===== src/rtl/mc_controller.sv =====
// mc_controller: multicycle control FSM for a small ARM-like datapath, with a saved NZCV flag register.
// Optional MC_CONTROLLER_MEM_WAIT_EN: FETCH, MEMRD and MEMWR stall until mem_ready.
module mc_controller #(
    parameter logic [2:0] ADDR_STEP = 3'd4
) (
    input  logic         clk,
    input  logic         reset,
    input  logic [25:10] Instr,
    input  logic [3:0]   ALUFlags,
    input  logic         mem_ready,
    output logic         PCWrite,
    output logic         IRWrite,
    output logic         RegWrite,
    output logic         MemWrite,
    output logic         AdrSrc,
    output logic [1:0]   ResultSrc,
    output logic [1:0]   ALUSrcA,
    output logic [1:0]   ALUSrcB,
    output logic [1:0]   ImmSrc,
    output logic [1:0]   RegSrc,
    output logic [2:0]   ALUControl,
    output logic [3:0]   state_o,
    output logic         illegal_o
);

    localparam int unsigned STATE_W = 4;
    localparam int unsigned FLAG_W  = 4;
    localparam int unsigned Z_BIT   = 2;

    typedef enum logic [STATE_W-1:0] {
        FETCH  = 4'd0,
        DECODE = 4'd1,
        MEMADR = 4'd2,
        MEMRD  = 4'd3,
        MEMWB  = 4'd4,
        MEMWR  = 4'd5,
        EXECR  = 4'd6,
        EXECI  = 4'd7,
        ALUWB  = 4'd8,
        BRANCH = 4'd9
    } state_t;

    state_t              state;
    state_t              state_nxt;
    logic [FLAG_W-1:0]   flags;
    logic                flag_upd;
    logic                mem_go;
    logic                unused_bits;

    logic [1:0] op;
    logic       i_bit;
    logic [2:0] cmd;
    logic       s_bit;
    logic       is_cmp;
    logic       cond;

    // Instruction field decode; cond always sees the flags saved before this cycle's edge.
    assign op     = Instr[24:23];
    assign i_bit  = Instr[22];
    assign cmd    = Instr[21:19];
    assign s_bit  = Instr[18];
    assign is_cmp = (cmd == 3'b100);
    assign cond   = ~Instr[25] | flags[Z_BIT];

`ifdef MC_CONTROLLER_MEM_WAIT_EN
    assign mem_go      = mem_ready;
    assign unused_bits = ^{ADDR_STEP, Instr[17:10], flags[3], flags[1:0]};
`else
    assign mem_go      = 1'b1;
    assign unused_bits = ^{ADDR_STEP, Instr[17:10], flags[3], flags[1:0], mem_ready};
`endif

    // State and flag registers.
    always_ff @(posedge clk or negedge reset) begin
        if (!reset) begin
            state <= FETCH;
            flags <= '0;
        end else begin
            state <= state_nxt;
            if (flag_upd) begin
                flags <= ALUFlags;
            end
        end
    end

    assign state_o = state;

    // Next-state and datapath control decode.
    always_comb begin
        state_nxt  = FETCH;
        flag_upd   = 1'b0;
        PCWrite    = 1'b0;
        IRWrite    = 1'b0;
        RegWrite   = 1'b0;
        MemWrite   = 1'b0;
        AdrSrc     = 1'b0;
        ResultSrc  = 2'b00;
        ALUSrcA    = 2'b00;
        ALUSrcB    = 2'b00;
        ImmSrc     = 2'b00;
        RegSrc     = 2'b00;
        ALUControl = 3'b000;
        illegal_o  = 1'b0;

        case (state)
            FETCH: begin
                IRWrite   = mem_go;
                PCWrite   = mem_go;
                ALUSrcA   = 2'b01;
                ALUSrcB   = 2'b10;
                ResultSrc = 2'b10;
                state_nxt = mem_go ? DECODE : FETCH;
            end
            DECODE: begin
                ALUSrcA = 2'b01;
                ALUSrcB = 2'b10;
                case (op)
                    2'b00: begin
                        state_nxt = i_bit ? EXECI : EXECR;
                    end
                    2'b01: begin
                        ImmSrc    = 2'b01;
                        RegSrc    = 2'b10;
                        state_nxt = MEMADR;
                    end
                    2'b10: begin
                        ImmSrc    = 2'b10;
                        RegSrc    = 2'b01;
                        state_nxt = BRANCH;
                    end
                    default: begin
                        illegal_o = 1'b1;
                        state_nxt = FETCH;
                    end
                endcase
            end
            MEMADR: begin
                ALUSrcB   = 2'b01;
                state_nxt = s_bit ? MEMRD : MEMWR;
            end
            MEMRD: begin
                AdrSrc    = 1'b1;
                state_nxt = mem_go ? MEMWB : MEMRD;
            end
            MEMWB: begin
                ResultSrc = 2'b01;
                RegWrite  = cond;
                state_nxt = FETCH;
            end
            MEMWR: begin
                AdrSrc    = 1'b1;
                MemWrite  = cond & mem_go;
                state_nxt = mem_go ? FETCH : MEMWR;
            end
            EXECR, EXECI: begin
                ALUSrcB    = (state == EXECI) ? 2'b01 : 2'b00;
                ALUControl = is_cmp ? 3'b001 : cmd;
                flag_upd   = (s_bit | is_cmp) & cond;
                state_nxt  = ALUWB;
            end
            ALUWB: begin
                RegWrite  = cond & ~is_cmp;
                state_nxt = FETCH;
            end
            BRANCH: begin
                ALUSrcA   = 2'b10;
                ALUSrcB   = 2'b01;
                ResultSrc = 2'b10;
                PCWrite   = cond;
                state_nxt = FETCH;
            end
            default: begin
                state_nxt = FETCH;
            end
        endcase
    end

endmodule


===== config.mk =====
export PLATFORM = sky130hd
export DESIGN_NAME = mc_controller
export DESIGN_NICKNAME = d
export VERILOG_FILES = /design/src/rtl/mc_controller.sv
export SDC_FILE = /design/constraint.sdc
export NUM_CORES = 1
export LEC_CHECK = 0
export ABC_AREA = 1
export BUFFER_PORTS_ARGS = -buffer_cell sky130_fd_sc_hd__buf_2
export CORE_AREA = 5 5 42 44
export DETAILED_ROUTE_END_ITERATION = 12
export DIE_AREA = 0 0 47 49
export GPL_ROUTABILITY_DRIVEN = 0
export PLACE_DENSITY = 0.76
export SLEW_MARGIN = 20
export SYNTH_ARGS = -nofsm -noshare
export SYNTH_HDL_FRONTEND = slang
export SYNTH_SLANG_ARGS = --single-unit

===== constraint.sdc =====
create_clock -name clk -period 2.5 [get_ports clk]
set_input_delay 0.5 -clock clk [delete_from_list [all_inputs] [get_ports clk]]
set_output_delay 0.5 -clock clk [all_outputs]
set_load 0.05 [all_outputs]

* Yosys cells after proc, flatten, opt, wreduce, memory -nomap -nowiden
Index checks and enable logic that the tools add are counted. W data, S select, Z words.
Storage, ports and cells: flip-flop bits (word level) 7, bits of input ports 23, logic and storage cells 50
Cells by class: eq/ne operators 12, muxes and demuxes 22, bitwise operators 6, reductions and logical operators 8
Operators with widths (count):
- $pmux W4 S5 | 1
- $eq A4 B3 Y1 const B | 4
- $pmux W2 S2 | 4
- $pmux W4 S3 | 1
- $reduce_or A2 Y1 | 5
- $mux W3 | 3
- $eq A4 B2 Y1 const B | 2
- $eq A4 B4 Y1 const B | 2
- $mux W1 | 8
- $pmux W2 S3 | 1
- $eq A4 B1 Y1 const B | 1
- $logic_not A4 Y1 | 1
- $mux W2 | 2
- $pmux W1 S2 | 2
- $eq A3 B3 Y1 const B | 1
- $reduce_or A3 Y1 | 1
- $and A1 B1 Y1 | 2
- $eq A2 B1 Y1 const B | 1
- $eq A2 B2 Y1 const B | 1
- $logic_not A2 Y1 | 1
- $not A1 Y1 | 2
- $or A1 B1 Y1 | 2

* Depth between registers and ports, before layout
Gate-level depths: netlist (run 1).
depth in word-level cells 4, gate-level depth with buffers 6, gate-level depth less buffers 6

* Least setup slack after synthesis (run 1)
OpenSTA, ideal clock, no wires.
path kind register to output, start point register state[1], in the netlist state_o[1], end point output port ALUControl[2], data arrival time 2.127 ns, data required time 2.000 ns, path slack -0.127 ns, stages on the path, launching flop included 3, path buffers 0, path through dfrtp_1 -> nand3_2 -> nor3b_1
Between the ends: longest elaborated chain between the ends 3, elaborated cells on any way between the ends 4, classes of those cells eq/ne: 2; mux: 1; reduce/logical: 1
Ends and longest elaborated chain:
- start, declared | RTL line 43 | state_t state;
- start signal, assigned | RTL line 79 | state <= state_nxt;
- $eq A4 B3 Y1 | RTL line 105 | case (state)
- $reduce_or A2 Y1 * | RTL line 105
- $mux W3 * | RTL line 105
- end, declared | RTL line 21 | output logic [2:0] ALUControl,
Every way passes the cells marked *; elsewhere a longest branch is shown, timed or not.

* Worst setup path in the final report (run 1)
start point register state[2], in the netlist state_o[2], end point output port illegal_o
Between the ends: longest elaborated chain between the ends 2
Ends and longest elaborated chain:
- $eq A4 B1 Y1 | RTL line 105
- $mux W1 | RTL line 105
- end, declared | RTL line 23 | output logic illegal_o
Every way passes these cells.

==> results by group, run 1 <==
GRT
  • All-Layer GR Usage: 11.31%
  • Global-route wire length before repair: 2001 µm
  • Number of global-route vias before repair: ~500
  • Pin count of the biggest net entering global routing: 9
  • Overflow after GRT: 0
  • Initial antenna violation count: 0

Setup path
  • Critical Path Slowest Stage Cell: sky130_fd_sc_hd__dfrtp_1
  • Crit Path Category: register to output port
  • Highest net fanout along the worst path: 6
  • Worst setup EP type: output port
  • Number of buffers and inverters on the critical path: 2
  • Worst reg2reg endpoint: state_o[3]
  • Kind of launch point of the worst setup path: register
  • Largest delay contributor family on the critical path: simple AND/OR/NAND/NOR gates
  • Req. time, crit path: roughly 2000 ps
  • Number of cells traversed by the worst register-to-register path: 5
  • FF-to-FF Start: state_o[2]
  • R2R Setup Slk: about 1400 ps
  • Worst setup startpoint: state_o[2]
  • Critical Path Max Stage Delay: 400 ps
  • Critical path data arrival time: 1540 ps
  • Sequence of cells on the critical path: inv_1, nand2_2, nor2_2, nand2_1, nor2_1, buf_2

Synth
  • Number of flip-flops and latches in the synthesized netlist: 5
  • Area share of fa/ha/maj cells after synthesis: 0%
  • Library cell with the largest summed area after synthesis: sky130_fd_sc_hd__dfrtp_1
  • Synthesis Warnings: 0
  • Number of standard cells after synthesis: 70
  • Mean post-synth cell area: 6.202 µm²
  • Share of the yosys chip area belonging to registers: 28.82%
  • Post-Syn Area: roughly 430 µm²
  • XOR/XNOR share of the synthesized area: 0%
  • Share of the synthesized area in the top cell type: 28.82%
  • Post-synthesis mux area share: 0%
  • Combinational family with the most area after synthesis: simple AND/OR/NAND/NOR gates
  • Number of nets in the synthesized netlist: 93
  • Synthesized-area fraction occupied by ao, oa, aoi and oai cells: 14.70%
  • Post-Synth Simple-Gate Area: 40.06%
  • Number of distinct library cells after synthesis: 18
  • Synth area leaders: sky130_fd_sc_hd__dfrtp_1 29%, sky130_fd_sc_hd__nand2_1 13%, sky130_fd_sc_hd__inv_1 12%

Cells and area
  • Area used by multi-input combinational logic: 252.7 µm²
  • Total of fill cells in the finished design: approximately 160
  • Commonest non-fill, non-tap cells in the layout: 33 x sky130_fd_sc_hd__buf_2, 15 x sky130_fd_sc_hd__nand2_1, 14 x sky130_fd_sc_hd__inv_1, 10 x sky130_fd_sc_hd__nor2_1, 5 x sky130_fd_sc_hd__dfrtp_1
  • Most frequent standard cell in the layout excluding fill and tap cells: sky130_fd_sc_hd__buf_2
  • Cell area after layout: 646.9 µm²
  • Sequential cell area: around 130 µm²
  • # nets final: 129
  • Share of post-route cells with drive strength above 1: 47.62%
  • Syn-to-layout area delta: 48.99%
  • Antenna diodes: 0

Place
  • Total of buffers placed on input and output ports: 33
  • Hpwl dp: between 1000 and 1500 µm
  • Worst slack after detailed placement: 727.0 ps
  • Post-detailed-placement cell area: 619.3 µm²

Floorplanning
  • Height of the die: 49 µm
  • Die Span X: ~47 µm
  • I/O pin count: 46
  • Num rows: 14
  • Die ar.: 2303 µm²
  • Core outline area: between 1000 and 1500 µm²
  • Initial cell density of the core: 30.98%

Clock tree
  • Post-CTS setup repair buffer count: 0
  • Clock latency at the later pin of the worst-skew pair: 240 ps
  • Library cell used as clock root buffer: sky130_fd_sc_hd__clkbuf_4
  • Total clock buffers created by CTS: 3
  • CTS HTree Levels: 1
  • Reg clk slew, reported paths: 50 ps
  • Number of resized instances in the post-cts repair step: 0
  • Number of hold buffers added after CTS: 0
  • TritonCTS Sinks: 5
  • CTS Buffer Depth: 2
  • CTS tree: yes

Detailed routing
  • Antenna viol nets, final: 0
  • Routed length on met2: between 600 and 700 µm
  • 1st-pass router iterations: 3
  • Top Layer Used: met3
  • Routed length on met1: 478 µm
  • DRT Wirelength: 1258 µm
  • Post-detailed-route DRC marker count: 0
  • Avg Vias per Cell: 4.620
  • Vias after detailed routing: 559
  • Iter 0 DRT Violations: 3
  • Met3 WL post-DR: 146 µm
  • Routed length per instance: between 10 and 15 µm

Timing
  • Ratio of final minimum period to clock period: around 82%
  • RSZ-0062 raised after global routing: no
  • Worst slew slack as a fraction of its limit: 80.65%
  • Final Hold Viols: 0
  • Slew Viols, Final: 0
  • Total of endpoints with negative setup slack in the final report: 0
  • Fin crit period: a little over 2000 ps
  • Final worst setup slack: roughly 460 ps
  • Peak clock frequency supported by timing: 0.4905 GHz
  • Final worst clock skew: 5.619 ps
  • Worst slew pin tran: about 290 ps
  • Fin Hold WS: 61.27 ps
  • Setup TNS after final layout: 0 ps

Run status
  • Status: finished clean

Flow run
  • Max Cap Viol: 0

Hold path
  • Hold Path Class: primary input to async pin
Yosys cell counts:
master                     instances
sky130_fd_sc_hd__a21oi_1           2
sky130_fd_sc_hd__dfrtp_1           5
sky130_fd_sc_hd__o211ai_1          1
sky130_fd_sc_hd__o21ai_2           2
sky130_fd_sc_hd__nand3_1           4
sky130_fd_sc_hd__nand3_2           2
sky130_fd_sc_hd__nor2_1           12
sky130_fd_sc_hd__o22ai_1           1
sky130_fd_sc_hd__nor2_2            2
sky130_fd_sc_hd__o21ai_0           1
sky130_fd_sc_hd__inv_1            14
sky130_fd_sc_hd__o31ai_1           1
sky130_fd_sc_hd__nor3b_1           1
sky130_fd_sc_hd__nand2_2           2
sky130_fd_sc_hd__buf_4             2
sky130_fd_sc_hd__inv_2             1
sky130_fd_sc_hd__o21ai_1           2
sky130_fd_sc_hd__nand2_1          15
worst max-delay path by stage:
stage	end	slack, ps	cells past startpoint
floorplan	RegWrite	130	4
finish	illegal_o	460	6
CTS	RegSrc[0]	450	6
global placement	ImmSrc[1]	740	6
global route	PCWrite	350	6
detailed placement	RegSrc[0]	730	6
routing by layer:
layer / vias to the layer above / GRT usage, %
li1: 287 / -
met3: 0 / 4.059
met1: 248 / 11.33
met5: - / 0
met4: 0 / 4.147
met2: 24 / 20.14
state kept, by name, indices dropped and copies added (netlist names):
name,flops
state_o,4
flags,1
layout make-up:
| class | instances | share of cell area (%) |
|---|---|---|
| flip-flops and latches | 5 | 19.34 |
| inverters | 15 | 8.704 |
| repair buffers | 33 | 25.53 |
| well taps | 16 | 3.095 |
| multi-input cells | 48 | 39.07 |
| clock inverters | 1 | 0.7737 |
| clock buffers | 3 | 3.482 |
kinds of logic after synthesis:
| kind of cell | count (synthesis) |
|---|---|
| flops | 5 |
| compound gates | 10 |
| buf+inv | 17 |
| simple gates | 38 |
stage by stage:
step / instances / utilization, %
final: 121 / 46.16
after global routing: 121 / 46.16
after CTS: 121 / 46.16
after detailed placement: 117 / 44.20
after global placement: 117 / 44.20
after floorplan: 70 / -
Power of run 1 is left out: the tool's default activity adds up to more than one toggle a clock period on the data nets, which glitch-free logic cannot reach.
==> inputs of run 2 (changes only) <==
Settings changed: ABC_AREA 1 to 0, CORE_AREA 5 5 42 44 to default, CORE_MARGIN from default to 5, CORE_UTILIZATION from default to 36, DIE_AREA 0 0 47 49 to default, PLACE_DENSITY 0.76 to 0.78.
Clock period 2.5 ns to 2.05 ns, I/O delays scaled along.
==> results by group, run 2 <==
Setup path
  • Critical path data arrival time: 1560 ps
  • Kind of launch point of the worst setup path: register
  • Worst setup EP type: output port
  • FF-to-FF Start: state_o[3]
  • Worst setup startpoint: state_o[3]
  • Sequence of cells on the critical path: buf_4, nand2b_1, o21ai_1, nor4b_4, buf_4
  • R2R Setup Slk: 720 ps
  • Number of cells traversed by the worst register-to-register path: 4
  • Worst reg2reg endpoint: flags[2]
  • Endpoint of the most critical setup path: RegWrite
  • Most prevalent standard cell on the critical path: sky130_fd_sc_hd__buf_4
  • Crit Path Category: register to output port
  • Critical Path Max Stage Delay: 390 ps
  • Critical Path Slowest Stage Cell: sky130_fd_sc_hd__dfrtp_2
  • Highest net fanout along the worst path: 9
  • Req. time, crit path: 1640 ps

Detailed routing
  • Antenna viol nets, final: 0
  • Iter 0 DRT Violations: 8
  • Routed length per instance: between 10 and 15 µm
  • Top Layer Used: met4
  • 1st-pass router iterations: 4
  • Routed length on met2: roughly 740 µm
  • Post-detailed-route DRC marker count: 0
  • DRT Wirelength: 1446 µm
  • Met3 WL post-DR: 154 µm
  • Routed length on met1: roughly 530 µm
  • Avg Vias per Cell: 5.322
  • Vias after detailed routing: between 600 and 700

Synth
  • Number of standard cells after synthesis: 64
  • Post-Syn Area: 511.7 µm²
  • Synth area leaders: sky130_fd_sc_hd__dfrtp_1 24%, sky130_fd_sc_hd__nor2_1 7.3%, sky130_fd_sc_hd__buf_6 4.4%
  • Synthesized-area fraction occupied by ao, oa, aoi and oai cells: between 10% and 20%
  • Number of flip-flops and latches in the synthesized netlist: 5
  • Most common cell in the synthesized netlist: sky130_fd_sc_hd__nor2_1
  • Post-Synth Simple-Gate Area: 39.85%
  • Share of the synthesized area in the top cell type: between 20% and 30%
  • Fraction of synthesis flops using an asynchronous set or reset pin: 100.0%
  • Number of nets in the synthesized netlist: a little under 90
  • Synthesis Warnings: 0
  • Combinational family with the most area after synthesis: simple AND/OR/NAND/NOR gates
  • Library cell with the largest summed area after synthesis: sky130_fd_sc_hd__dfrtp_1
  • Number of distinct library cells after synthesis: 34
  • XOR/XNOR share of the synthesized area: 3.423%
  • Post-synthesis mux area share: 0%
  • Count of flip-flops with a built-in enable after synthesis: 0
  • Share of the yosys chip area belonging to registers: 24.45%
  • Mean post-synth cell area: 7.996 µm²
  • Area share of fa/ha/maj cells after synthesis: 0%
  • Most common flop cell mapped by yosys: sky130_fd_sc_hd__dfrtp_1
  • Commonest cells in the synthesized netlist: 10 x sky130_fd_sc_hd__nor2_1, 5 x sky130_fd_sc_hd__dfrtp_1, 4 x sky130_fd_sc_hd__inv_1

Flow run
  • Max Cap Viol: 0

Timing
  • Total of endpoints with negative setup slack in the final report: 0
  • Final worst clock skew: 0.7160 ps
  • Slew Viols, Final: 0
  • Ratio of final minimum period to clock period: 95.94%
  • Worst slew pin tran: 455.5 ps
  • Peak clock frequency supported by timing: 0.5085 GHz
  • Worst slew slack as a fraction of its limit: 69.57%
  • RSZ-0062 raised after global routing: no
  • Fin crit period: 1967 ps
  • Final Hold Viols: 0

Floorplanning
  • Height of the die: 47.70 µm
  • Die Span X: 47.70 µm
  • Core outline area: 1318 µm²
  • Num rows: 13
  • Die ar.: about 2300 µm²
  • I/O pin count: 46
  • Initial cell density of the core: 38.84%

Cells and area
  • Sequential cell area: 130.1 µm²
  • Share of post-route cells with drive strength above 1: between 60 and 70%
  • Commonest non-fill, non-tap cells in the layout: 28 x sky130_fd_sc_hd__buf_2, 10 x sky130_fd_sc_hd__buf_4, 9 x sky130_fd_sc_hd__nor2_1, 4 x sky130_fd_sc_hd__inv_1, 4 x sky130_fd_sc_hd__dfrtp_2
  • # nets final: 124
  • Max reg flops: 4
  • Antenna diodes: 0
  • Area used by multi-input combinational logic: around 400 µm²
  • Post-Layout Cell Count: 115
  • Most frequent standard cell in the layout excluding fill and tap cells: sky130_fd_sc_hd__buf_2
  • Syn-to-layout area delta: 60.15%
  • Total of fill cells in the finished design: 124

GRT
  • Pin count of the biggest net entering global routing: 12
  • Global-route wire length before repair: 2221 µm
  • All-Layer GR Usage: 13.72%
  • Overflow after GRT: 0
  • Number of global-route vias before repair: 551
  • Initial antenna violation count: 0

Clock tree
  • Clock latency at the later pin of the worst-skew pair: 250 ps
  • Post-CTS setup repair buffer count: 0
  • CTS tree: yes
  • Reg clk slew, reported paths: ~40 ps
  • Library cell used as clock root buffer: sky130_fd_sc_hd__clkbuf_4
  • Total clock buffers created by CTS: 3
  • TritonCTS Sinks: 5
  • CTS HTree Levels: 1
  • CTS Buffer Depth: 2

Hold path
  • Hold Startpoint: ALUFlags[2]
  • Hold Path Class: primary input to register

Run status
  • Status: finished clean

Place
  • Placed Cells: 110
  • Hpwl dp: 1148 µm
  • Total of buffers placed on input and output ports: 33
==> run 2: cell types whose count changed after synthesis, moves of 3 or more <==
| cell | previous run | this run |
|---|---|---|
| sky130_fd_sc_hd__nand2_1 | 15 | 2 |
| sky130_fd_sc_hd__inv_1 | 14 | 4 |
| sky130_fd_sc_hd__nand3_1 | 4 | 0 |
| sky130_fd_sc_hd__buf_2 | 0 | 3 |
| sky130_fd_sc_hd__nand2b_1 | 0 | 3 |
| sky130_fd_sc_hd__nor3_1 | 0 | 3 |
| sky130_fd_sc_hd__or2_1 | 0 | 3 |
==> run 2: worst max-delay path: cells and delay by family (launching register included) <==
| family | cells | cell delay (ps) |
|---|---|---|
| buf+inv | 2 | 390 |
| simple gates | 2 | 410 |
| flops | 1 | 390 |
| compound gates | 1 | 110 |
==> run 2: cell families (layout without fill, tap and decap cells) <==
family,after synthesis,in the layout
and+or+nand+nor,33,33
AOI/OAI and AO/OA,13,13
buffers and inverters,11,47
DFF,5,5
xor gates and xnor gates,2,2
==> run 2: timing repair <==
item                       4_1_cts  5_1_grt
setup endpoints to repair        7        2
hold endpoints to repair         5        0
hold buffers                     1        0
resized for setup                6        4
==> run 2: routing by layer <==
| metal | GRT usage, % | vias up |
|---|---|---|
| li1 | - | 295 |
| met1 | 15.87 | 285 |
| met2 | 24.54 | 30 |
| met3 | 0.7519 | 2 |
| met4 | 8.065 | 0 |
| met5 | 0 | - |
==> run 2: worst min-delay path by stage <==
stage / slack (ps) / depth (start not counted) / to
global route: 430 / 2 / flags[2]
global placement: 220 / 1 / flags[2]
detailed placement: 230 / 1 / flags[2]
CTS: 420 / 2 / flags[2]
finish: 420 / 2 / flags[2]
floorplan: 110 / 0 / flags[2]
==> run 2: per-stage QoR <==
stage | hold WS [ps] | setup WS, ps | TNS [ps] | cell area (µm²) | util [%]
6_report | 418.5 | 83.27 | 0 | 819.5 | 62.20
5_1_grt | 432.6 | 4.751 | 0 | 819.5 | 62.20
4_1_cts | 424.0 | 9.409 | 0 | 814.5 | 61.82
3_5_place_dp | 225.9 | 190.6 | 0 | 764.5 | 58.02
3_3_place_gp | 224.3 | 211.5 | 0 | 764.5 | 58.02
2_1_floorplan | 114.4 | -383.5 | -1670 | 595.6 | -
==> run 2: final cells by class <==
type / count / area share (%)
Inverter: 4 / 1.832
Sequential cell: 5 / 15.88
Multi-Input combinational cell: 48 / 49.31
Timing Repair Buffer: 39 / 27.48
Clock buffer: 4 / 3.206
Tap cell: 15 / 2.290
Power of run 2 is left out for the same reason.
==> inputs of run 3 (changes only) <==
Settings changed: ABC_AREA 0 to 1, CORE_UTILIZATION 36 to 33, PLACE_DENSITY 0.78 to 0.77.
Clock period 2.05 ns to 2.11 ns, I/O delays scaled along.
==> results by group, run 3 (synthesized netlist as in run 1, its figures left out) <==
Run status
  • Status: finished clean

Cells and area
  • Antenna diodes: 0
  • Share of post-route cells with drive strength above 1: 50.00%
  • Most frequent standard cell in the layout excluding fill and tap cells: sky130_fd_sc_hd__buf_2
  • # nets final: 130
  • Max reg flops: 4
  • Post-Layout Cell Count: 121
  • Commonest non-fill, non-tap cells in the layout: 33 x sky130_fd_sc_hd__buf_2, 15 x sky130_fd_sc_hd__nand2_1, 14 x sky130_fd_sc_hd__inv_1, 8 x sky130_fd_sc_hd__nor2_1, 5 x sky130_fd_sc_hd__dfrtp_1
  • Syn-to-layout area delta: 55.91%

Clock tree
  • CTS tree: yes
  • Library cell used as clock root buffer: sky130_fd_sc_hd__clkbuf_4
  • Reg clk slew, reported paths: 50 ps
  • Clock latency at the later pin of the worst-skew pair: 240 ps
  • Total clock buffers created by CTS: 3
  • CTS HTree Levels: 1
  • TritonCTS Sinks: 5
  • CTS Buffer Depth: 2
  • Post-CTS setup repair buffer count: 0

GRT
  • All-Layer GR Usage: 11.97%
  • Overflow after GRT: 0
  • Pin count of the biggest net entering global routing: 9
  • Global-route wire length before repair: 1869 µm
  • Number of global-route vias before repair: 475
  • Initial antenna violation count: 0

Detailed routing
  • Iter 0 DRT Violations: 9
  • DRT Wirelength: 1245 µm
  • Post-detailed-route DRC marker count: 0
  • Routed length per instance: 10.29 µm
  • Vias after detailed routing: 564
  • Antenna viol nets, final: 0
  • Avg Vias per Cell: between 4 and 5
  • 1st-pass router iterations: 4

Place
  • Placed Cells: 116
  • Total of buffers placed on input and output ports: 33
  • Hpwl dp: 1095 µm
  • Worst slack after detailed placement: 364.1 ps

Setup path
  • Critical Path Slowest Stage Cell: sky130_fd_sc_hd__dfrtp_1
  • Kind of launch point of the worst setup path: register
  • Largest delay contributor family on the critical path: simple AND/OR/NAND/NOR gates
  • Sequence of cells on the critical path: inv_1, nand2_2, nor2_2, nand2_1, nor2_4, buf_2
  • Number of buffers and inverters on the critical path: 2
  • Crit Path Category: register to output port
  • Req. time, crit path: 1690 ps
  • Critical Path Max Stage Delay: 400 ps
  • Highest net fanout along the worst path: 6
  • Worst setup EP type: output port
  • Critical path data arrival time: between 1500 and 2000 ps

Timing
  • Final Hold Viols: 0
  • Worst slew pin tran: roughly 440 ps
  • Slew Viols, Final: 0
  • Ratio of final minimum period to clock period: between 90% and 100%
  • Total of endpoints with negative setup slack in the final report: 0
  • RSZ-0062 raised after global routing: no
  • Peak clock frequency supported by timing: 0.5021 GHz
  • Worst slew slack as a fraction of its limit: slightly above 70%
  • Setup TNS after final layout: 0 ps
  • Final worst setup slack: 118.5 ps
  • Final worst clock skew: 5.971 ps
  • Fin crit period: between 1500 and 2000 ps

Flow run
  • Max Cap Viol: 0

Floorplanning
  • Core outline area: ~1300 µm²
  • I/O pin count: 46
  • Num rows: 13
  • Die ar.: approximately 2100 µm²
  • Initial cell density of the core: 34.22%
  • Die Span X: 46.27 µm
  • Height of the die: 46.27 µm

Hold path
  • Hold Path Class: primary input to register
-- run 3: area by class of cell --
type / instances / area, µm²
timing repair buffer: 34 / 175.2
tap: 15 / 18.77
multi-input combinational: 48 / 275.3
fill: 136 / 591.8
inverter: 15 / 56.30
clock buffer: 4 / 26.28
sequential: 5 / 125.1
-- run 3: per-stage QoR --
stage                     cell area (µm²)  hold slack (ps)  util [%]
after floorplan                     471.7            126.4         -
after global placement              640.6            238.4     50.49
after detailed placement            640.6            242.9     50.49
after CTS                           676.9            419.9     53.35
after global routing                676.9            443.3     53.35
final                               676.9            420.2     53.35
-- run 3: routing by layer --
layer / global-route usage (%) / vias to the layer above / wire (µm)
li1: - / 290 / -
met1: 15.12 / 245 / 496
met2: 19.23 / 27 / 583
met3: 1.563 / 2 / 160
met4: 6.818 / 0 / 5
met5: 0 / - / 0
-- run 3: repair_timing --
| item | CTS | global route |
|---|---|---|
| hold endpoints to repair | 5 | 0 |
| hold buffers | 1 | 0 |
| gates resized for setup | 0 | 0 |
-- run 3: worst register-to-register path, stage by stage (launching register included) --
cell,delay (ps)
sky130_fd_sc_hd__dfrtp_1,400
sky130_fd_sc_hd__inv_1,140
sky130_fd_sc_hd__nand2_2,120
sky130_fd_sc_hd__nor2_2,140
sky130_fd_sc_hd__nand2_1,150
sky130_fd_sc_hd__o21ai_2,150
-- run 3: path summary, 6_finish.rpt --
| kind | startpoint | to | slack (ps) | cells past startpoint |
|---|---|---|---|---|
| setup / recovery | state_o[2] | RegSrc[0] | 120 | 6 |
| hold / removal | ALUFlags[2] | flags[2] | 420 | 3 |
| setup reg to reg | state_o[2] | state_o[3] | 920 | 5 |
| hold reg to reg | flags[2] | flags[2] | 480 | 2 |
| max in group asynchronous | reset | state_o[1] | 1440 | 2 |
| min in group asynchronous | reset | state_o[2] | 530 | 2 |
Power of run 3 is left out for the same reason.
